### src/rtl/cache_mem_arbiter_if.sv
// Bundles the I-cache, D-cache and physical-memory signals of cache_mem_arbiter.
// The slave modport is the arbiter's view; the master modport is the caches/memory side.
interface cache_mem_arbiter_if #(
    parameter int unsigned ADDR_WIDTH = 16,
    parameter int unsigned LINE_WIDTH = 128
);
    logic                  icache_read;
    logic [ADDR_WIDTH-1:0] icache_address;
    logic [LINE_WIDTH-1:0] icache_rdata;
    logic                  icache_resp;

    logic                  dcache_read;
    logic                  dcache_write;
    logic [ADDR_WIDTH-1:0] dcache_address;
    logic [LINE_WIDTH-1:0] dcache_wdata;
    logic [LINE_WIDTH-1:0] dcache_rdata;
    logic                  dcache_resp;

    logic                  pmem_read;
    logic                  pmem_write;
    logic [ADDR_WIDTH-1:0] pmem_address;
    logic [LINE_WIDTH-1:0] pmem_wdata;
    logic [LINE_WIDTH-1:0] pmem_rdata;
    logic                  pmem_resp;

    modport slave (
        input  icache_read, icache_address,
        input  dcache_read, dcache_write, dcache_address, dcache_wdata,
        input  pmem_rdata, pmem_resp,
        output icache_rdata, icache_resp,
        output dcache_rdata, dcache_resp,
        output pmem_read, pmem_write, pmem_address, pmem_wdata
    );

    modport master (
        output icache_read, icache_address,
        output dcache_read, dcache_write, dcache_address, dcache_wdata,
        output pmem_rdata, pmem_resp,
        input  icache_rdata, icache_resp,
        input  dcache_rdata, dcache_resp,
        input  pmem_read, pmem_write, pmem_address, pmem_wdata
    );
endinterface

### src/rtl/cache_mem_arbiter.sv
// Serialises I-cache fills and D-cache fills/write-backs onto one memory port, one at a time.
// Define CACHE_ARB_ROUND_ROBIN_EN to alternate grants under contention instead of D-first.
module cache_mem_arbiter #(
    parameter int unsigned ADDR_WIDTH = 16,
    parameter int unsigned LINE_WIDTH = 128
) (
    input logic                 clk,
    input logic                 reset,
    cache_mem_arbiter_if.slave  bus
);
    localparam int unsigned OffsetBits = $clog2(LINE_WIDTH / 8);
    localparam logic [ADDR_WIDTH-1:0] OffsetMask = ADDR_WIDTH'((1 << OffsetBits) - 1);

    typedef enum logic [2:0] {
        StIdle,
        StIRd,
        StDRd,
        StDWr,
        StRespI,
        StRespD
    } state_e;

    state_e                state_q, state_d;
    logic [ADDR_WIDTH-1:0] addr_q, addr_d;
    logic [LINE_WIDTH-1:0] wdata_q, wdata_d;
    logic [LINE_WIDTH-1:0] irdata_q, irdata_d;
    logic [LINE_WIDTH-1:0] drdata_q, drdata_d;
    logic                  d_req;
    logic                  grant_d;

`ifdef CACHE_ARB_ROUND_ROBIN_EN
    // High when the D-cache wins the next contended grant.
    logic prefer_d_q, prefer_d_d;
`endif

    always_comb begin
        state_d  = state_q;
        addr_d   = addr_q;
        wdata_d  = wdata_q;
        irdata_d = irdata_q;
        drdata_d = drdata_q;
        d_req    = bus.dcache_read | bus.dcache_write;
`ifdef CACHE_ARB_ROUND_ROBIN_EN
        prefer_d_d = prefer_d_q;
        grant_d    = d_req & (~bus.icache_read | prefer_d_q);
`else
        grant_d    = d_req;
`endif

        unique case (state_q)
            StIdle: begin
                if (grant_d) begin
                    // A simultaneous read and write is served as a write-back.
                    state_d = bus.dcache_write ? StDWr : StDRd;
                    addr_d  = bus.dcache_address & ~OffsetMask;
                    if (bus.dcache_write) begin
                        wdata_d = bus.dcache_wdata;
                    end
`ifdef CACHE_ARB_ROUND_ROBIN_EN
                    prefer_d_d = 1'b0;
`endif
                end else if (bus.icache_read) begin
                    state_d = StIRd;
                    addr_d  = bus.icache_address & ~OffsetMask;
`ifdef CACHE_ARB_ROUND_ROBIN_EN
                    prefer_d_d = 1'b1;
`endif
                end
            end
            StIRd: begin
                if (bus.pmem_resp) begin
                    irdata_d = bus.pmem_rdata;
                    state_d  = StRespI;
                end
            end
            StDRd: begin
                if (bus.pmem_resp) begin
                    drdata_d = bus.pmem_rdata;
                    state_d  = StRespD;
                end
            end
            StDWr: begin
                if (bus.pmem_resp) begin
                    state_d = StRespD;
                end
            end
            StRespI, StRespD: state_d = StIdle;
            default:          state_d = StIdle;
        endcase
    end

    always_ff @(posedge clk) begin
        if (reset) begin
            state_q  <= StIdle;
            addr_q   <= '0;
            wdata_q  <= '0;
            irdata_q <= '0;
            drdata_q <= '0;
        end else begin
            state_q  <= state_d;
            addr_q   <= addr_d;
            wdata_q  <= wdata_d;
            irdata_q <= irdata_d;
            drdata_q <= drdata_d;
        end
    end

`ifdef CACHE_ARB_ROUND_ROBIN_EN
    always_ff @(posedge clk) begin
        if (reset) begin
            prefer_d_q <= 1'b1;
        end else begin
            prefer_d_q <= prefer_d_d;
        end
    end
`endif

    // Strobes and pulses decode straight from the state register, so reset clears them in a cycle.
    assign bus.pmem_read    = (state_q == StIRd) || (state_q == StDRd);
    assign bus.pmem_write   = (state_q == StDWr);
    assign bus.pmem_address = addr_q;
    assign bus.pmem_wdata   = wdata_q;
    assign bus.icache_resp  = (state_q == StRespI);
    assign bus.dcache_resp  = (state_q == StRespD);
    assign bus.icache_rdata = irdata_q;
    assign bus.dcache_rdata = drdata_q;
endmodule

### src/flat_wrapper.sv
// flat-port wrapper written by rule: the top's interface ports become plain ports
module cache_mem_arbiter_flat 
#(
    parameter int unsigned ADDR_WIDTH = 16,
    parameter int unsigned LINE_WIDTH = 128
)
  (clk, reset, bus_icache_read, bus_icache_address, bus_dcache_read, bus_dcache_write, bus_dcache_address, bus_dcache_wdata, bus_pmem_rdata, bus_pmem_resp, bus_icache_rdata, bus_icache_resp, bus_dcache_rdata, bus_dcache_resp, bus_pmem_read, bus_pmem_write, bus_pmem_address, bus_pmem_wdata);
  cache_mem_arbiter_if #(.ADDR_WIDTH(ADDR_WIDTH), .LINE_WIDTH(LINE_WIDTH)) bus_i ();
  input logic clk;
  input logic reset;
  input wire logic [$bits(bus_i.icache_read)-1:0] bus_icache_read;
  input wire logic [$bits(bus_i.icache_address)-1:0] bus_icache_address;
  input wire logic [$bits(bus_i.dcache_read)-1:0] bus_dcache_read;
  input wire logic [$bits(bus_i.dcache_write)-1:0] bus_dcache_write;
  input wire logic [$bits(bus_i.dcache_address)-1:0] bus_dcache_address;
  input wire logic [$bits(bus_i.dcache_wdata)-1:0] bus_dcache_wdata;
  input wire logic [$bits(bus_i.pmem_rdata)-1:0] bus_pmem_rdata;
  input wire logic [$bits(bus_i.pmem_resp)-1:0] bus_pmem_resp;
  output wire logic [$bits(bus_i.icache_rdata)-1:0] bus_icache_rdata;
  output wire logic [$bits(bus_i.icache_resp)-1:0] bus_icache_resp;
  output wire logic [$bits(bus_i.dcache_rdata)-1:0] bus_dcache_rdata;
  output wire logic [$bits(bus_i.dcache_resp)-1:0] bus_dcache_resp;
  output wire logic [$bits(bus_i.pmem_read)-1:0] bus_pmem_read;
  output wire logic [$bits(bus_i.pmem_write)-1:0] bus_pmem_write;
  output wire logic [$bits(bus_i.pmem_address)-1:0] bus_pmem_address;
  output wire logic [$bits(bus_i.pmem_wdata)-1:0] bus_pmem_wdata;
  assign bus_i.icache_read = bus_icache_read;
  assign bus_i.icache_address = bus_icache_address;
  assign bus_i.dcache_read = bus_dcache_read;
  assign bus_i.dcache_write = bus_dcache_write;
  assign bus_i.dcache_address = bus_dcache_address;
  assign bus_i.dcache_wdata = bus_dcache_wdata;
  assign bus_i.pmem_rdata = bus_pmem_rdata;
  assign bus_i.pmem_resp = bus_pmem_resp;
  assign bus_icache_rdata = bus_i.icache_rdata;
  assign bus_icache_resp = bus_i.icache_resp;
  assign bus_dcache_rdata = bus_i.dcache_rdata;
  assign bus_dcache_resp = bus_i.dcache_resp;
  assign bus_pmem_read = bus_i.pmem_read;
  assign bus_pmem_write = bus_i.pmem_write;
  assign bus_pmem_address = bus_i.pmem_address;
  assign bus_pmem_wdata = bus_i.pmem_wdata;
  cache_mem_arbiter #(.ADDR_WIDTH(ADDR_WIDTH), .LINE_WIDTH(LINE_WIDTH)) u_core (.clk(clk), .reset(reset), .bus(bus_i));
endmodule
### config.mk
export PLATFORM = sky130hd
export DESIGN_NAME = cache_mem_arbiter_flat
export DESIGN_NICKNAME = d
export VERILOG_FILES = /design/src/rtl/cache_mem_arbiter_if.sv /design/src/rtl/cache_mem_arbiter.sv /design/src/flat_wrapper.sv
export SDC_FILE = /design/constraint.sdc
export NUM_CORES = 1
export LEC_CHECK = 0
export BUFFER_PORTS_ARGS = -buffer_cell sky130_fd_sc_hd__buf_2
export CORE_AREA = 5 5 269 271
export DETAILED_ROUTE_END_ITERATION = 7
export DIE_AREA = 0 0 274 276
export GPL_TIMING_DRIVEN = 0
export MAX_ROUTING_LAYER = met4
export SYNTH_ARGS = -nofsm -noshare
export SYNTH_HDL_FRONTEND = slang
export SYNTH_SLANG_ARGS = --single-unit
### constraint.sdc
create_clock -name clk -period 2.05 [get_ports clk]
set_input_delay 0.1025 -clock clk [delete_from_list [all_inputs] [get_ports clk]]
set_output_delay 0.1025 -clock clk [all_outputs]
set_load 0.02 [all_outputs]
==> run_summary.xml <==
<?xml version="1.0" encoding="UTF-8"?>
<metrics>
  <group name="worst_setup_path">
    <metric name="critPathArrivalTime" unit="ns">2.47</metric>
    <metric name="critical_path.endpoint_type" unit="">register</metric>
    <metric name="worst_ep_required_time" unit="ns">2.55</metric>
    <metric name="r2r-start" unit="">u_core.state_q[1]$_SDFFE_PP0P_</metric>
    <metric name="crit_path_start_kind" unit="">input port</metric>
    <metric name="reg2reg_to" unit="">u_core.bus.dcache_rdata[15]$_SDFFE_PP0P_</metric>
    <metric name="worstRegToRegCells" unit="">6</metric>
    <metric name="r2r_slack" unit="ns">0.18</metric>
    <metric name="crit_path_max_fanout" unit="">9</metric>
    <metric name="critPathKind" unit="">in -&gt; reg</metric>
  </group>
  <group name="sta">
    <metric name="timing.final.crit_share" unit="%">95.9</metric>
    <metric name="period_needed" unit="ns">1.97</metric>
    <metric name="final-hold-violation-count" unit="">0</metric>
    <metric name="slew_headroom" unit="%">29.6</metric>
    <metric name="setup_violations" unit="">0</metric>
    <metric name="worstMarginPinSlew" unit="ns">1.06</metric>
    <metric name="slew_viol_final" unit="">0</metric>
    <metric name="worst_clock_skew" unit="ns">0.0250</metric>
    <metric name="max_clock_freq" unit="MHz">509</metric>
    <metric name="finalSetupTns" unit="ns">0</metric>
    <metric name="grt_setup_unrepaired" unit="">true</metric>
  </group>
  <group name="placement">
    <metric name="portBuffers" unit="">685</metric>
    <metric name="postPlaceCellArea" unit="mm^2">0.0185</metric>
    <metric name="globalplace.congestion" unit="">0.917</metric>
    <metric name="placed_cells_incl_taps" unit="">3396</metric>
    <metric name="dp_hpwl" unit="um">50200</metric>
  </group>
  <group name="global_routing">
    <metric name="wire_length_of_the_first_global_routing_pass" unit="um">98300</metric>
    <metric name="pin_count_of_the_biggest_net_entering_global_routing" unit="">14</metric>
    <metric name="antenna_found_initial" unit="">6</metric>
    <metric name="gr-total-overflow" unit="">0</metric>
    <metric name="first_global_vias" unit="">16100</metric>
    <metric name="global_route.usage.total" unit="%">17.2</metric>
  </group>
  <group name="clocking">
    <metric name="clk_latency" unit="ns">0.58</metric>
    <metric name="cts_tree" unit="">done</metric>
    <metric name="clk_pin_slew_worst_paths" unit="ns">0.06</metric>
    <metric name="cts_buffer_depth" unit="">3</metric>
    <metric name="cts_max_level" unit="">2</metric>
    <metric name="cts_sinks" unit="">399</metric>
    <metric name="num_cts_buffers" unit="">46</metric>
    <metric name="clk_root_buffer_cell" unit="">clkbuf_16</metric>
  </group>
  <group name="layout">
    <metric name="finalNetCount" unit="">3082</metric>
    <metric name="layout.filler_cells" unit="">7327</metric>
    <metric name="layoutNonFillerInstCount" unit="">3768</metric>
    <metric name="drive_gt1_share" unit="%">30.0</metric>
    <metric name="layout.core_utilization" unit="%">33.2</metric>
    <metric name="syn2layout_area_growth" unit="%">66.0</metric>
    <metric name="final_cell_area" unit="mm^2">0.0231</metric>
  </group>
  <group name="floorplan">
    <metric name="fp-row-count" unit="">97</metric>
    <metric name="start_util" unit="%">20.0</metric>
    <metric name="fp.dieArea" unit="mm^2">0.0756</metric>
    <metric name="num_io_pins" unit="">698</metric>
    <metric name="die_height" unit="um">276</metric>
    <metric name="fp.dieW" unit="um">274</metric>
    <metric name="core_region" unit="mm^2">0.0695</metric>
  </group>
  <group name="drt">
    <metric name="wl_met3" unit="um">4770</metric>
    <metric name="drc_violation_count_after_routing" unit="">0</metric>
    <metric name="drt-total-wl" unit="um">67000</metric>
    <metric name="route.antenna.remaining_nets" unit="">0</metric>
    <metric name="drtIter0Drc" unit="">989</metric>
    <metric name="routed_wire_length_per_instance" unit="um">17.8</metric>
    <metric name="vias_per_cell" unit="">4.24</metric>
    <metric name="met2_wirelength" unit="um">32200</metric>
    <metric name="routed-via-count" unit="">16000</metric>
    <metric name="highest_layer" unit="">met4</metric>
    <metric name="drtPass1Iterations" unit="">5</metric>
    <metric name="met1Wirelength" unit="um">27600</metric>
  </group>
  <group name="synthesis">
    <metric name="synth-seq-cells" unit="">399</metric>
    <metric name="synthDominantCellAreaShare" unit="%">57.5</metric>
    <metric name="distinct_cell_type_count_of_the_synthesized_netlist" unit="">27</metric>
    <metric name="synth-async-reset-ratio" unit="%">0</metric>
    <metric name="syn_avg_cell_area" unit="um^2">7.86</metric>
    <metric name="ys.warnings.count" unit="">0</metric>
    <metric name="post-synth-top-count-cell" unit="">nand2_1</metric>
    <metric name="postSynthCellCount" unit="">1768</metric>
    <metric name="post_synth_instance_area" unit="mm^2">0.0139</metric>
    <metric name="synth_flop_cell" unit="">dfxtp_1</metric>
    <metric name="synth_top_area_cell" unit="">dfxtp_1</metric>
    <metric name="post_synth_main_area_contributors" unit="">dfxtp_1 (57%), nand2_1 (21%), a21oi_1 (14%)</metric>
    <metric name="sequential_element_share_of_the_synthesized_area" unit="%">57.5</metric>
    <metric name="synth_common_cells" unit="">nand2_1 (780), dfxtp_1 (399), a21oi_1 (397)</metric>
    <metric name="synth_enable_flop_cells" unit="">0</metric>
  </group>
  <group name="power_and_ir_drop">
    <metric name="power.net_switching" unit="mW">6.99</metric>
    <metric name="share_comb_of_total_power" unit="%">21.4</metric>
    <metric name="power-per-cell-area" unit="mW/mm^2">980</metric>
    <metric name="power.clock.fraction" unit="%">39.6</metric>
    <metric name="leakagePower" unit="nW">10.2</metric>
    <metric name="power.ir.vdd_worst" unit="mV">0.572</metric>
    <metric name="seqPwrFrac" unit="%">39.0</metric>
    <metric name="power.share.switching" unit="%">30.9</metric>
    <metric name="internal_power" unit="mW">15.6</metric>
  </group>
  <group name="hold_path">
    <metric name="hold_path_end" unit="">u_core.state_q[0]$_SDFFE_PP0P_</metric>
    <metric name="hold-path-cell-count" unit="">3</metric>
    <metric name="hp-start" unit="">reset</metric>
    <metric name="hold_path_class" unit="">in -&gt; reg</metric>
  </group>
  <group name="status">
    <metric name="outcome" unit="">complete, no violations</metric>
  </group>
  <group name="run">
    <metric name="maxCapViolCount" unit="">0</metric>
  </group>
</metrics>
power by group through the flow:
stage	logic (mW)	registers (mW)	clock network (mW)
after CTS	4.84	8.79	9.18
final	4.84	8.81	8.95
after floorplan	1.65	9.72	0
after global placement	4.37	8.94	0
after detailed placement	4.38	8.96	0
after global routing	5.24	8.88	9.48
sequential cells by signal, indices dropped and copies added, names as in the netlist:
signal                   count
u_core.state_q               3
u_core.bus.dcache_rdata    128
u_core.bus.pmem_wdata      128
u_core.bus.icache_rdata    128
u_core.bus.pmem_address     12
how the worst max path moves through the flow:
stage          slack (ns)                                   endpoint                           start  depth (start not counted)
2_1_floorplan        0.59    u_core.bus.pmem_wdata[100]$_SDFFE_PP0P_  u_core.state_q[2]$_SDFFE_PP0P_                          5
3_3_place_gp        -0.71    u_core.bus.dcache_rdata[0]$_SDFFE_PP0P_                           reset                          5
3_5_place_dp        -0.73  u_core.bus.icache_rdata[124]$_SDFFE_PP0P_                           reset                          5
4_1_cts              0.01  u_core.bus.icache_rdata[103]$_SDFFE_PP0P_  u_core.state_q[0]$_SDFFE_PP0P_                          6
5_1_grt            -0.006   u_core.bus.dcache_rdata[84]$_SDFFE_PP0P_  u_core.state_q[2]$_SDFFE_PP0P_                          5
6_report             0.08   u_core.bus.pmem_address[15]$_SDFFE_PP0P_                bus_dcache_write                          7
cell type report:
cell class                 count  area (um^2)  share of cell area [%]
antenna                        5         12.5                  0.0542
timing repair buffer         970         6280                    27.2
clock inverter                21          313                    1.36
sequential                   399         7990                    34.6
tap                          940         1180                    5.10
multi-input combinational   1230         5300                    23.0
buffer                       140          654                    2.84
clock buffer                  62         1340                    5.81
inverter                       1         3.75                  0.0163
cell families after synthesis:
group | Yosys count | synth area share [%]
simple gates | 800 | 22.2
compound gates | 425 | 15.7
flops | 399 | 57.5
buf+inv | 142 | 4.55
xor+xnor | 1 | 0.0630
other cells | 1 | 0.0270
stage by stage:
| stage | worst slack, ns | hold WS, ns | total power [mW] |
|---|---|---|---|
| 3_5_place_dp | -0.730 | 0.349 | 13.3 |
| 4_1_cts | 0.0146 | 0.226 | 22.8 |
| 2_1_floorplan | 0.590 | 0.239 | 11.4 |
| 6_report | 0.0845 | 0.202 | 22.6 |
| 5_1_grt | -0.00604 | 0.265 | 23.6 |
| 3_3_place_gp | -0.714 | 0.343 | 13.3 |
worst max-delay path, stage by stage:
cell           delay, ns
dlygate4sd3_1       0.55
buf_2               0.18
nor2_1              0.15
nand2_1             0.06
dlygate4sd3_1       0.55
a311oi_1            0.27
dlygate4sd3_1       0.60
layout by cell type (no fill, tap or decap), types with 3 or more instances in the layout:
cell | netlist | routed
clkbuf_2 | 0 | 10
dfxtp_1 | 399 | 399
clkbuf_1 | 74 | 65
dlygate4sd3_1 | 0 | 285
buf_4 | 6 | 7
nand2_1 | 780 | 780
bufinv_16 | 0 | 7
clkbuf_4 | 0 | 3
o21ai_0 | 13 | 13
clkbuf_8 | 0 | 13
clkinv_2 | 0 | 7
a311oi_1 | 12 | 12
nor2_1 | 3 | 3
clkbuf_16 | 0 | 46
inv_6 | 0 | 4
diode_2 | 0 | 5
a21oi_1 | 397 | 397
buf_2 | 61 | 742
conb_1 | 1 | 4
metal layers:
metal,track usage [%],up-vias
met1,20.5,7460
met3,3.34,142
met4,5.89,0
met2,29.0,604
met5,-,-
li1,-,7769
what timing repair did:
item	in CTS	in global routing
endpoints found under the hold margin	399	0
gates resized for setup	5	24
setup endpoints to repair	131	134
buffers inserted	0	0
hold buffers	285	0
Power figures use the tool's default switching activity.
